## src/rtl/hc194_pkg.sv

```systemverilog
`default_nettype none
// ============================================================================
// Module  : hc194_pkg
// Brief   : Shared states, pattern/mode codes and serial-bit helper for the
//           74HC194 pattern sequencer.
// Revision: 1.0
// ============================================================================
package hc194_pkg;

   typedef enum logic [2:0] {
      IDLE    = 3'd0,
      LOAD    = 3'd1,
      RUN_L   = 3'd2,
      RUN_R   = 3'd3,
      HOLD_ST = 3'd4
   } state_t;

   localparam logic [1:0] PAT_RING    = 2'b00;
   localparam logic [1:0] PAT_JOHNSON = 2'b01;
   localparam logic [1:0] PAT_BOUNCE  = 2'b10;
   localparam logic [1:0] PAT_HOLD    = 2'b11;

   localparam logic [1:0] MODE_HOLD = 2'b00;
   localparam logic [1:0] MODE_SHL  = 2'b01;
   localparam logic [1:0] MODE_SHR  = 2'b10;
   localparam logic [1:0] MODE_LOAD = 2'b11;

   localparam int BOUNCE_STEPS = 3;

   // Bit shifted into Q[0] on a toward-Q[3] shift, from the current register value.
   function automatic logic shl_serial(input logic [1:0] pat, input logic [3:0] q);
      logic bit_o;
      case (pat)
         PAT_RING:    bit_o = q[3];
         PAT_JOHNSON: bit_o = ~q[3];
         default:     bit_o = 1'b0;
      endcase
      return bit_o;
   endfunction

endpackage
`default_nettype wire

```

## src/rtl/hc194_tick_div.sv

```systemverilog
`default_nettype none
// ============================================================================
// Module  : hc194_tick_div
// Brief   : Step prescaler; one-cycle tick when the count reaches max(div,1).
// Revision: 1.0
// ============================================================================
module hc194_tick_div #(
   parameter int DIV_W = 8
) (
   input  logic             clk_i,
   input  logic             rst_i,
   input  logic             clr_i,
   input  logic             en_i,
   input  logic [DIV_W-1:0] div_i,
   output logic             tick_o
);

   logic [DIV_W-1:0] cnt_q;
   logic [DIV_W-1:0] cnt_d;
   logic [DIV_W-1:0] max_cnt;

   // A shrunk div below the current count is passed by and caught after wrap.
   always_comb begin
      max_cnt = (div_i == '0) ? DIV_W'(1) : div_i;
      tick_o  = en_i && (cnt_q == max_cnt);
      cnt_d   = cnt_q;
      if (clr_i) begin
         cnt_d = '0;
      end else if (en_i) begin
         cnt_d = tick_o ? '0 : cnt_q + DIV_W'(1);
      end
   end

   always_ff @(posedge clk_i or posedge rst_i) begin
      if (rst_i) begin
         cnt_q <= '0;
      end else begin
         cnt_q <= cnt_d;
      end
   end

endmodule
`default_nettype wire

```

## src/rtl/hc194_seq_ctrl.sv

```systemverilog
`default_nettype none
// ============================================================================
// Module  : hc194_seq_ctrl
// Brief   : Seeds a 74HC194 and issues paced ring/Johnson/bounce shift commands.
// Revision: 1.0
// ============================================================================
module hc194_seq_ctrl
   import hc194_pkg::*;
#(
   parameter int DIV_W = 8
) (
   input  logic             CP,
   input  logic             CR,
   input  logic             en,
   input  logic [DIV_W-1:0] div,
   input  logic [1:0]       pattern_sel,
   input  logic [3:0]       seed,
   input  logic [3:0]       Q,
   output logic             S1,
   output logic             S0,
   output logic             Dsr,
   output logic             Dsl,
   output logic [3:0]       D,
   output logic             busy
);

   state_t     state_q, state_d;
   logic [1:0] pat_q, pat_d;
   logic [1:0] step_q, step_d;
   logic [1:0] mode_q, mode_d;
   logic       dsr_q, dsr_d;
   logic       dsl_q, dsl_d;
   logic [3:0] d_q, d_d;
   logic       running;
   logic       tick;
   logic       last_step;

   assign running   = (state_q == RUN_L) || (state_q == RUN_R);
   assign last_step = (step_q == 2'(BOUNCE_STEPS - 1));

   hc194_tick_div #(
      .DIV_W (DIV_W)
   ) u_tick_div (
      .clk_i  (CP),
      .rst_i  (CR),
      .clr_i  (!running),
      .en_i   (running),
      .div_i  (div),
      .tick_o (tick)
   );

   always_comb begin
      state_d = state_q;
      pat_d   = pat_q;
      step_d  = step_q;
      mode_d  = MODE_HOLD;
      dsr_d   = 1'b0;
      dsl_d   = 1'b0;
      d_d     = 4'b0000;
      // Dropping en overrides everything, including a tick in this cycle.
      if (!en) begin
         state_d = IDLE;
      end else begin
         case (state_q)
            IDLE: begin
               state_d = LOAD;
            end
            LOAD: begin
               mode_d  = MODE_LOAD;
               d_d     = seed;
               pat_d   = pattern_sel;
               step_d  = 2'd0;
               state_d = (pattern_sel == PAT_HOLD) ? HOLD_ST : RUN_L;
            end
            RUN_L: begin
               if (tick) begin
                  mode_d = MODE_SHL;
                  dsr_d  = shl_serial(pat_q, Q);
                  if (pat_q == PAT_BOUNCE) begin
                     if (last_step) begin
                        step_d  = 2'd0;
                        state_d = RUN_R;
                     end else begin
                        step_d = step_q + 2'd1;
                     end
                  end
               end
            end
            RUN_R: begin
               if (tick) begin
                  mode_d = MODE_SHR;
                  if (last_step) begin
                     step_d  = 2'd0;
                     state_d = RUN_L;
                  end else begin
                     step_d = step_q + 2'd1;
                  end
               end
            end
            HOLD_ST: begin
               state_d = HOLD_ST;
            end
            default: begin
               state_d = IDLE;
            end
         endcase
      end
   end

   always_ff @(posedge CP or posedge CR) begin
      if (CR) begin
         state_q <= IDLE;
         pat_q   <= PAT_RING;
         step_q  <= 2'd0;
         mode_q  <= MODE_HOLD;
         dsr_q   <= 1'b0;
         dsl_q   <= 1'b0;
         d_q     <= 4'b0000;
      end else begin
         state_q <= state_d;
         pat_q   <= pat_d;
         step_q  <= step_d;
         mode_q  <= mode_d;
         dsr_q   <= dsr_d;
         dsl_q   <= dsl_d;
         d_q     <= d_d;
      end
   end

   assign S1   = mode_q[1];
   assign S0   = mode_q[0];
   assign Dsr  = dsr_q;
   assign Dsl  = dsl_q;
   assign D    = d_q;
   assign busy = (state_q != IDLE);

endmodule
`default_nettype wire

```

## config.mk

```make
export PLATFORM = sky130hd
export DESIGN_NAME = hc194_seq_ctrl
export DESIGN_NICKNAME = d
export VERILOG_FILES = /design/src/rtl/hc194_pkg.sv /design/src/rtl/hc194_tick_div.sv /design/src/rtl/hc194_seq_ctrl.sv
export SDC_FILE = /design/constraint.sdc
export NUM_CORES = 1
export LEC_CHECK = 0
export CORE_MARGIN = 2
export CORE_UTILIZATION = 37
export CTS_BUF_LIST = sky130_fd_sc_hd__clkbuf_2 sky130_fd_sc_hd__clkbuf_4 sky130_fd_sc_hd__clkbuf_8
export DETAILED_ROUTE_END_ITERATION = 8
export PLACE_DENSITY = 0.61
export SLEW_MARGIN = 20
export SYNTH_ARGS = -nofsm -noshare
export SYNTH_HDL_FRONTEND = slang
export SYNTH_SLANG_ARGS = --single-unit
```

## constraint.sdc

```tcl
create_clock -name CP -period 3.9 [get_ports CP]
set_clock_uncertainty 0.05 [all_clocks]
set_input_delay 0.39 -clock CP [delete_from_list [all_inputs] [get_ports CP]]
set_output_delay 0.39 -clock CP [all_outputs]
set_load 0.01 [all_outputs]
```

; After elaboration in Yosys (flattened, before gate mapping)
; Cells that the tools add are included.
[totals]
out_inout_bits = 9
romBits = 0
latch_bits = 0
wordCells = 63
mem_count = 0
inputBits = 21
ram_bits = 0
register_bits = 22
[op_classes]
shift = 0
n_lt_le_gt_ge = 0
n_eq_ne = 17
n_reduce_logical = 10
addsub = 2
n_mux = 26
bitwise = 1
n_mul = 0
div = 0
[op_table]
columns = cell, n
row1 = 8-bit 2-to-1 mux, 3
row2 = 3-bit 2-to-1 mux, 7
row3 = 3-bit one-hot mux with 5 select lines, 1
row4 = 2-bit 2-to-1 mux, 6
row5 = 3-bit inequality test (second input constant), 4
row6 = 2-bit one-hot mux with 3 select lines, 2
row7 = 5-bit AND reduction, 2
row8 = 8-bit by 1-bit adder with 8-bit output (second input constant), 1
row9 = 8-bit equality test, 1
row10 = 8-bit zero test, 1
row11 = 4-bit 2-to-1 mux, 2
row12 = 2-bit equality test (second input constant), 3
row13 = 3-bit by 2-bit equality test with 1-bit output (second input constant), 2
row14 = 3-bit nonzero test, 2
row15 = 1-bit 2-to-1 mux, 4
row16 = 2-bit inequality test (second input constant), 2
row17 = 3-bit by 1-bit equality test with 1-bit output (second input constant), 1
row18 = 3-bit equality test (second input constant), 1
row19 = 3-bit zero test, 1
row20 = 3-bit by 2-bit inequality test with 1-bit output (second input constant), 1
row21 = 2-bit by 1-bit adder with 2-bit output (second input constant), 1
row22 = 2-bit by 1-bit equality test with 1-bit output (second input constant), 1
row23 = 2-bit zero test, 1
row24 = 2-bit by 1-bit inequality test with 1-bit output (second input constant), 1
row25 = other kinds (5), 5

; Longest topological paths before layout
; Gate-level depths: netlist (run 1).
[logic_depth]
ltp_word = 7
ltp_mapped = 5
mapped_depth_nobuf = 5

; Modules after synthesis
; A second synthesis (run 1) with hierarchy kept.
[unflattened]
hier_cells = 123
area_unflattened_um2 = 1256.2
[modules_own_cells]
columns = module, n_inst, cells_per_inst, area_per_inst_um2, seq_area_each_um2
row1 = hc194_seq_ctrl, 1, 59, 649.4, 350.3
row2 = hc194_tick_div, 1, 64, 606.8, 200.2

; Worst setup path before layout (run 1)
; OpenSTA, ideal clock, no wires.
[synth_path]
path_kind = input to register
start = in div[1]
end = reg state_q[0]
arrival_ns = 1.659
setup_ns = 0.128
path_buffers = 0
setup_slack_ns = 2.064
path_stages = 5
required_ns = 3.722
cell_sequence = xor2_1 a2111oi_4 nand4_2 o311ai_2 mux2_1
[synth_between]
elab_chain_cells = 6
word_cells_on_any_way = 7
cone_classes = 3 x eq/ne / 1 x mux / 3 x reduce/logical
[synth_lines]
columns = item, line_no
row1 = from (decl), hc194_seq_ctrl.sv:15  ; input logic [DIV_W-1:0] div,
row2 = 8-bit zero test, hc194_tick_div.sv:24  ; max_cnt = (div_i == '0) ? DIV_W'(1) : div_i;
row3 = 8-bit 2-to-1 mux (*), hc194_tick_div.sv:24
row4 = 8-bit equality test (*), hc194_tick_div.sv:25  ; tick_o = en_i && (cnt_q == max_cnt);
row5 = 1-bit logical AND (*), hc194_tick_div.sv:25
row6 = 3-bit inequality test (no source line), --
row7 = 5-bit AND reduction (no source line) (*), --
row8 = to (signal assigned), hc194_seq_ctrl.sv:120  ; state_q <= state_d;
row9 = to (decl), hc194_seq_ctrl.sv:27  ; state_t state_q, state_d;
; Mark *: on every way between the ends. The rest lies on a longest branch, timed or not.
; A chain may end at the register's enable or synchronous reset.

; Worst setup path after layout (run 1)
[layout_path]
start = in div[5]
end = reg state_q[0]
; The elaborated chain is that of the path after synthesis.

==> flow_metrics.py, run 1 <==
metrics = {
    "worst_setup_path": {
        "max_stage_delay_ns": 0.44,
        "crit_arrival_ns": 2.26,
        "path_cells": "clkdlybuf4s50_1 > nor4_1 > a211o_1 > nand4_2 > o311ai_2 > mux2_1",
        "slowest_stage": "clkdlybuf4s50_1",
        "cp_max_fo": 7,
        "crit_type": "primary input to register",
        "cpLargestDelayFamily": "simple AND/OR/NAND/NOR gates",
        "cp_num_buf_inv": 1,
        "start_kind": "primary input",
        "cp-end-kind": "register",
        "critPathRequiredTime_ns": 4.05,
    },
    "yosys": {
        "synthMuxAreaShare": 0.0412,
        "ys_seq_elements": 22,
        "synth.area.top_cells": "dfrtp_1, xor2_1, nor2_1, xnor2_1, mux2_2",
        "syn_nets": 123,
        "synth-xor-area-share": 0.112,
        "synth_cells": 101,
        "synth_area_leader_cell": "dfrtp_1",
        "ys_warn_count": 0,
        "yosysSeqAreaShare": 0.504,
        "synth.avg_cell_area_um2": 10.8,
        "synth_top_family_by_area": "simple AND/OR/NAND/NOR gates",
        "yosys.area_share.adder": 0.0115,
        "yosys.area_share.simple": 0.210,
        "synth_area_um2": 1090,
        "ys_types": 32,
        "synth-compound-area-share": 0.0939,
        "synth_top_area_frac": 0.504,
    },
    "route": {
        "wl_mm": 1.97,
        "drc": 0,
        "ant_nets": 0,
        "routedWlPerCell_um": 12.3,
        "dr.pass1.iters": 4,
        "num_vias": 810,
        "drt_iter0_drc": 36,
        "vias_per_cell": 5.06,
    },
    "clocking": {
        "clk_latency_ns": 0.31,
        "post_cts_resized": 0,
        "cts_tree": "built",
        "cts_hold_buf": 0,
        "clk_pin_slew_ns": 0.12,
        "cts_inserted_buffers": 3,
        "cts_root_buffer": "clkbuf_4",
        "postCtsSetupBuffers": 0,
        "htree_num_levels": 1,
        "clockBufferDepth": 2,
        "clock-sinks": 22,
    },
    "pwr": {
        "p_int_uw": 387,
        "power_leakage_uw": 0.000635,
        "comb_power_share": 0.252,
        "power_density_nw_per_um2": 384,
        "clock_power_share": 0.229,
        "ir_worst_vdd_uv": 264,
        "switching_share": 0.285,
        "switching_power_uw": 154,
        "sequentialPowerShare": 0.519,
    },
    "finish": {
        "fill_cells": 258,
        "final_nets": 152,
        "syn_to_final_growth_pct": 29.1,
        "drive_gt1_frac": 0.109,
        "antennaDiodeCount": 0,
        "finalNonFillerCells": 160,
    },
    "floorplan": {
        "dieArea_um2": 3400,
        "die_w_um": 58.3,
        "io_pins": 30,
        "row_count": 19,
        "core_area_um2": 2780,
        "start_util": 0.393,
        "die_h_um": 58.3,
    },
    "timing": {
        "rsz0062_at_grt": "false",
        "fin_crit_sh": 0.541,
        "slew_headroom": 0.459,
        "min_period_ns": 2.11,
        "tightest_slew_ns": 0.810,
        "finalSetupViolCount": 0,
        "fmax_ghz": 0.474,
        "tns_ns": 0,
        "slew_viol_final": 0,
        "finalHoldViolCount": 0,
    },
    "grt": {
        "grt_max_degree": 23,
        "grt_pass1_vias": 881,
        "gr-usage-all-layers": 0.136,
        "grt_pass1_wl_mm": 3.57,
        "grt-ovfl-total": 0,
        "antenna_found_initial": 0,
    },
    "placed_design": {
        "io_buffers": 25,
        "dp.cells": 156,
        "dpl.hpwl_mm": 1.51,
        "place.gp.congestion": 0.797,
    },
    "job": {
        "drv_cap": 0,
    },
    "outcome": {
        "status": "complete, no violations",
    },
    "min_path": {
        "hold_path_class": "register to register",
    },
}
## placed cells by master, fill, tap and decap left out, drive strengths merged
cell type and count:
nand2 6, nor3 3, ha 1, inv 5
nand4 1, a2111oi 1, and2 4, nand2b 2
dfrtp 22, a21oi 3, conb 1, o21ai 2
clkdlybuf4s50 25, a2bb2oi 1, and3 4, o311ai 1
nand3 3, nor2 14, nor2b 1, a211oi 1
a211o 1, mux2 4, xnor2 5, or3 2
nor4 2, o2bb2ai 1, clkbuf 4, xor2 9
## worst register-to-register path: stages, from the launching register on
cell and delay [ns]:
dfrtp_1 0.44, xor2_1 0.19, nor4_2 0.31, nand4_2 0.25, o311ai_2 0.28, mux2_1 0.35
## registers in the layout (all words and copies together) (netlist names)
signal            flops
u_tick_div.cnt_q      8
mode_q                2
D                     4
state_q               3
pat_q                 2
step_q                2
Dsr                   1
## through the flow
stage	worst slack (ns)	util	instance area [um^2]	hold slack, ns	total power (uW)
detailed placement	1.44	0.494	1370	0.418	423
global placement	1.49	0.494	1370	0.400	420
floorplan	2.06	-	1090	0.329	362
finish	1.79	0.507	1410	0.429	541
global route	1.62	0.507	1410	0.452	583
CTS	1.76	0.507	1410	0.431	550
## path summary, 6_finish.rpt
check / end / start / slack, ns / cells past startpoint
max in group asynchronous: pat_q[0]$_DFFE_PP0P_ / CR / 2.82 / 2
worst min-delay path: Dsr$_DFF_PP0_ / pat_q[1]$_DFFE_PP0P_ / 0.43 / 1
min in group asynchronous: u_tick_div.cnt_q[2]$_DFF_PP0_ / CR / 0.48 / 2
worst max-delay path: state_q[0]$_DFFE_PP0P_ / div[5] / 1.79 / 6
worst max register to register: state_q[0]$_DFFE_PP0P_ / u_tick_div.cnt_q[5]$_DFF_PP0_ / 1.95 / 5
worst min register to register: Dsr$_DFF_PP0_ / pat_q[1]$_DFFE_PP0P_ / 0.43 / 1
## per-layer routing
layer | vias to the layer above | routed length, um | track usage | part of all wire
met3 | 5 | 86 | 0.0198 | 0.044
met1 | 387 | 856 | 0.155 | 0.44
met2 | 19 | 983 | 0.250 | 0.50
met4 | 0 | 40 | 0.0598 | 0.020
li1 | 399 | - | - | -
met5 | - | 0 | 0 | 0
## kinds of logic after synthesis
family / count (synthesis)
flops: 22
mux: 4
simple gates: 42
fa+ha+maj: 1
buf+inv: 6
compound gates: 11
xor+xnor: 14
other cells: 1
## layout make-up
type                    count  area, um^2  share of cell area
inverters                   5        18.8              0.0133
well taps                  31        38.8              0.0275
flip-flops and latches     22         551               0.390
multi-input cells          73         515               0.366
clock buffers               4        36.3              0.0257
repair buffers             25         250               0.177
## synth_stat cells
library cell	n
ha_1	1
a21oi_1	3
conb_1	1
nor4_2	1
a2bb2oi_1	1
nand3_1	3
and2_1	4
a211o_1	1
nand2b_1	2
a211oi_1	1
nand4_2	1
and3_2	1
xor2_1	9
nor3_2	1
nor2_1	14
and3_1	3
inv_1	5
or3_4	1
mux2_1	1
nor3_1	2
buf_4	1
nand2_1	6
xnor2_1	5
o21ai_0	2
a2111oi_4	1
nor4_1	1
dfrtp_1	22
nor2b_1	1
or3_1	1
mux2_2	3
o311ai_2	1
o2bb2ai_1	1
## power groups by stage
stage                     clock network [uW]  registers (uW)  logic (uW)
after floorplan                            0             284        78.3
after global placement                     0             284         136
after detailed placement                   0             286         138
after CTS                                130             281         139
after global routing                     142             286         155
final                                    124             281         136
Note: power is estimated with default switching activity, not from simulation.
==> run 2, diff against run 1 <==
--- a/config.mk
+++ b/config.mk
@@ -9,7 +9,7 @@
 export CORE_UTILIZATION = 37
 export CTS_BUF_LIST = sky130_fd_sc_hd__clkbuf_2 sky130_fd_sc_hd__clkbuf_4 sky130_fd_sc_hd__clkbuf_8
 export DETAILED_ROUTE_END_ITERATION = 8
-export PLACE_DENSITY = 0.61
+export PLACE_DENSITY = 0.64
 export SLEW_MARGIN = 20
 export SYNTH_ARGS = -nofsm -noshare
 export SYNTH_HDL_FRONTEND = slang
==> constraint.sdc (replaced) <==
create_clock -name CP -period 1.8 [get_ports CP]
set_clock_uncertainty 0.05 [all_clocks]
set_input_delay 0.18 -clock CP [delete_from_list [all_inputs] [get_ports CP]]
set_output_delay 0.18 -clock CP [all_outputs]
set_load 0.01 [all_outputs]
==> run 2 against run 1 <==
The flow now finishes with violations (negative setup slack); design area increased by 12%; global-route usage rose by 1.8 points; sequential share of layout area fell by 4.1 points; register-to-register slack worse by 2.0 ns; first-iteration DRC count decreased by 19%; total power rose by 150%; wire length up 14%; clock power grew to 3.1 times the previous value; critical path depth fell by 1; flip-flop and latch count unchanged; final cell count is 10% higher; non-clock buffer count increased by 16.
==> flow_metrics.py, run 2 (synthesis results as in run 1) <==
metrics = {
    "timing": {
        "rsz0062_at_grt": "true",
        "finalSetupViolCount": 1,
        "setup_slack_ns": -0.0508,
        "fmax_ghz": 0.540,
        "finalHoldViolCount": 0,
        "fin_crit_sh": 1.03,
        "slew_viol_final": 0,
        "tns_ns": -0.0508,
        "slew_headroom": 0.616,
        "hold_slack_ns": 0.0848,
        "tightest_slew_ns": 0.571,
        "min_period_ns": 1.85,
    },
    "worst_setup_path": {
        "cpLargestDelayFamily": "compound AO/OA/AOI/OAI gates",
        "crit_arrival_ns": 2.02,
        "cp_max_fo": 3,
        "slowest_stage": "dfrtp_1",
        "max_stage_delay_ns": 0.42,
        "start_kind": "register",
        "timing.rr.end": "state_q[0]$_DFFE_PP0P_",
        "critPathRequiredTime_ns": 1.97,
        "cp_num_buf_inv": 0,
        "reg2reg_from": "u_tick_div.cnt_q[1]$_DFF_PP0_",
        "r2r_cells": 5,
        "r2r_setup_slack_ns": -0.05,
        "path_cells": "xor2_1 > a2111oi_4 > nand4_2 > o311ai_2 > mux2_1",
        "cp-end-kind": "register",
        "crit_type": "register to register",
    },
    "clocking": {
        "cts_inserted_buffers": 3,
        "htree_num_levels": 1,
        "cts_tree": "built",
        "clock-sinks": 22,
        "cts_hold_buf": 0,
        "clk_pin_slew_ns": 0.12,
        "clk_latency_ns": 0.32,
        "clockBufferDepth": 2,
        "cts_root_buffer": "clkbuf_4",
    },
    "route": {
        "routedWlPerCell_um": 12.7,
        "wl_mm": 2.24,
        "drt_iter0_drc": 29,
        "vias_per_cell": 4.89,
        "dr.pass1.iters": 4,
        "num_vias": 861,
        "drc": 0,
        "ant_nets": 0,
    },
    "outcome": {
        "violations": "negative setup slack",
        "status": "finished with violations",
    },
    "finish": {
        "post-route-cell-area_um2": 1580,
        "mostFrequentLayoutCell": "clkdlybuf4s50_1",
        "drive_gt1_frac": 0.228,
        "layout_common_cells": "clkdlybuf4s50_1, dfrtp_1, buf_4",
        "final_nets": 168,
        "syn_to_final_growth_pct": 44.4,
        "antennaDiodeCount": 0,
        "largest_register_ffs": 8,
        "regMostFlops": "u_tick_div.cnt_q",
    },
    "pwr": {
        "power_leakage_uw": 0.000746,
        "power_density_nw_per_um2": 850,
        "ir_worst_vdd_uv": 690,
    },
    "grt": {
        "grt_pass1_vias": 948,
        "grt_pass1_wl_mm": 4.04,
        "grt-ovfl-total": 0,
        "antenna_found_initial": 0,
        "grt_max_degree": 14,
        "gr-usage-all-layers": 0.154,
    },
    "placed_design": {
        "placed_area_um2": 1500,
        "place.gp.congestion": 0.756,
        "io_buffers": 25,
        "dpl.hpwl_mm": 1.77,
    },
    "floorplan": {
        "row_count": 19,
        "dieArea_um2": 3400,
        "io_pins": 30,
        "die_w_um": 58.3,
        "die_h_um": 58.3,
        "start_util": 0.393,
        "core_area_um2": 2780,
    },
    "job": {
        "drv_cap": 0,
    },
    "min_path": {
        "hold_path_class": "primary input to asynchronous set/reset pin",
    },
}
run 2: worst max-delay path by stage:
stage / start / to / cells past startpoint
global route: u_tick_div.cnt_q[1]$_DFF_PP0_ / state_q[0]$_DFFE_PP0P_ / 5
global placement: div[1] / state_q[0]$_DFFE_PP0P_ / 6
finish: u_tick_div.cnt_q[1]$_DFF_PP0_ / state_q[0]$_DFFE_PP0P_ / 5
CTS: u_tick_div.cnt_q[1]$_DFF_PP0_ / state_q[0]$_DFFE_PP0P_ / 5
detailed placement: div[5] / state_q[0]$_DFFE_PP0P_ / 6
floorplan: u_tick_div.cnt_q[1]$_DFF_PP0_ / state_q[0]$_DFFE_PP0P_ / 5
run 2: what timing repair did:
action	in CTS	in global routing
pin swaps	0	1
resized for setup	2	3
setup buffers	1	0
endpoints found under the setup margin	4	11
run 2: cell type report:
class | instances | area, um^2
tap | 31 | 38.8
multi-input combinational | 73 | 536
inverter | 5 | 18.8
clock buffer | 3 | 22.5
clock inverter | 1 | 30.0
fill | 253 | 1200
timing repair buffer | 41 | 382
sequential | 22 | 551
run 2: metrics by stage:
step	power (uW)	instances	utilization	setup WS [ns]
CTS	1350	176	0.562	-0.0695
global route	1430	176	0.567	-0.132
global placement	951	171	0.539	-0.276
detailed placement	966	171	0.539	-0.350
finish	1340	176	0.567	-0.0508
floorplan	784	101	-	-0.0178
run 2: report_power, final:
group	leakage [uW]	internal (uW)	total [uW]	switching, uW
registers	0.000298	553	592	38.8
clock network	0.0000279	225	380	155
logic	0.000420	195	369	174
total	0.000746	974	1340	367
run 2: layer usage:
metal / vias to the layer above / global-route usage / wire length, um
met5: - / 0 / 0
met1: 411 / 0.185 / 993
met2: 18 / 0.274 / 1140
li1: 427 / - / -
met4: 0 / 0.0698 / 44
met3: 5 / 0.0198 / 61
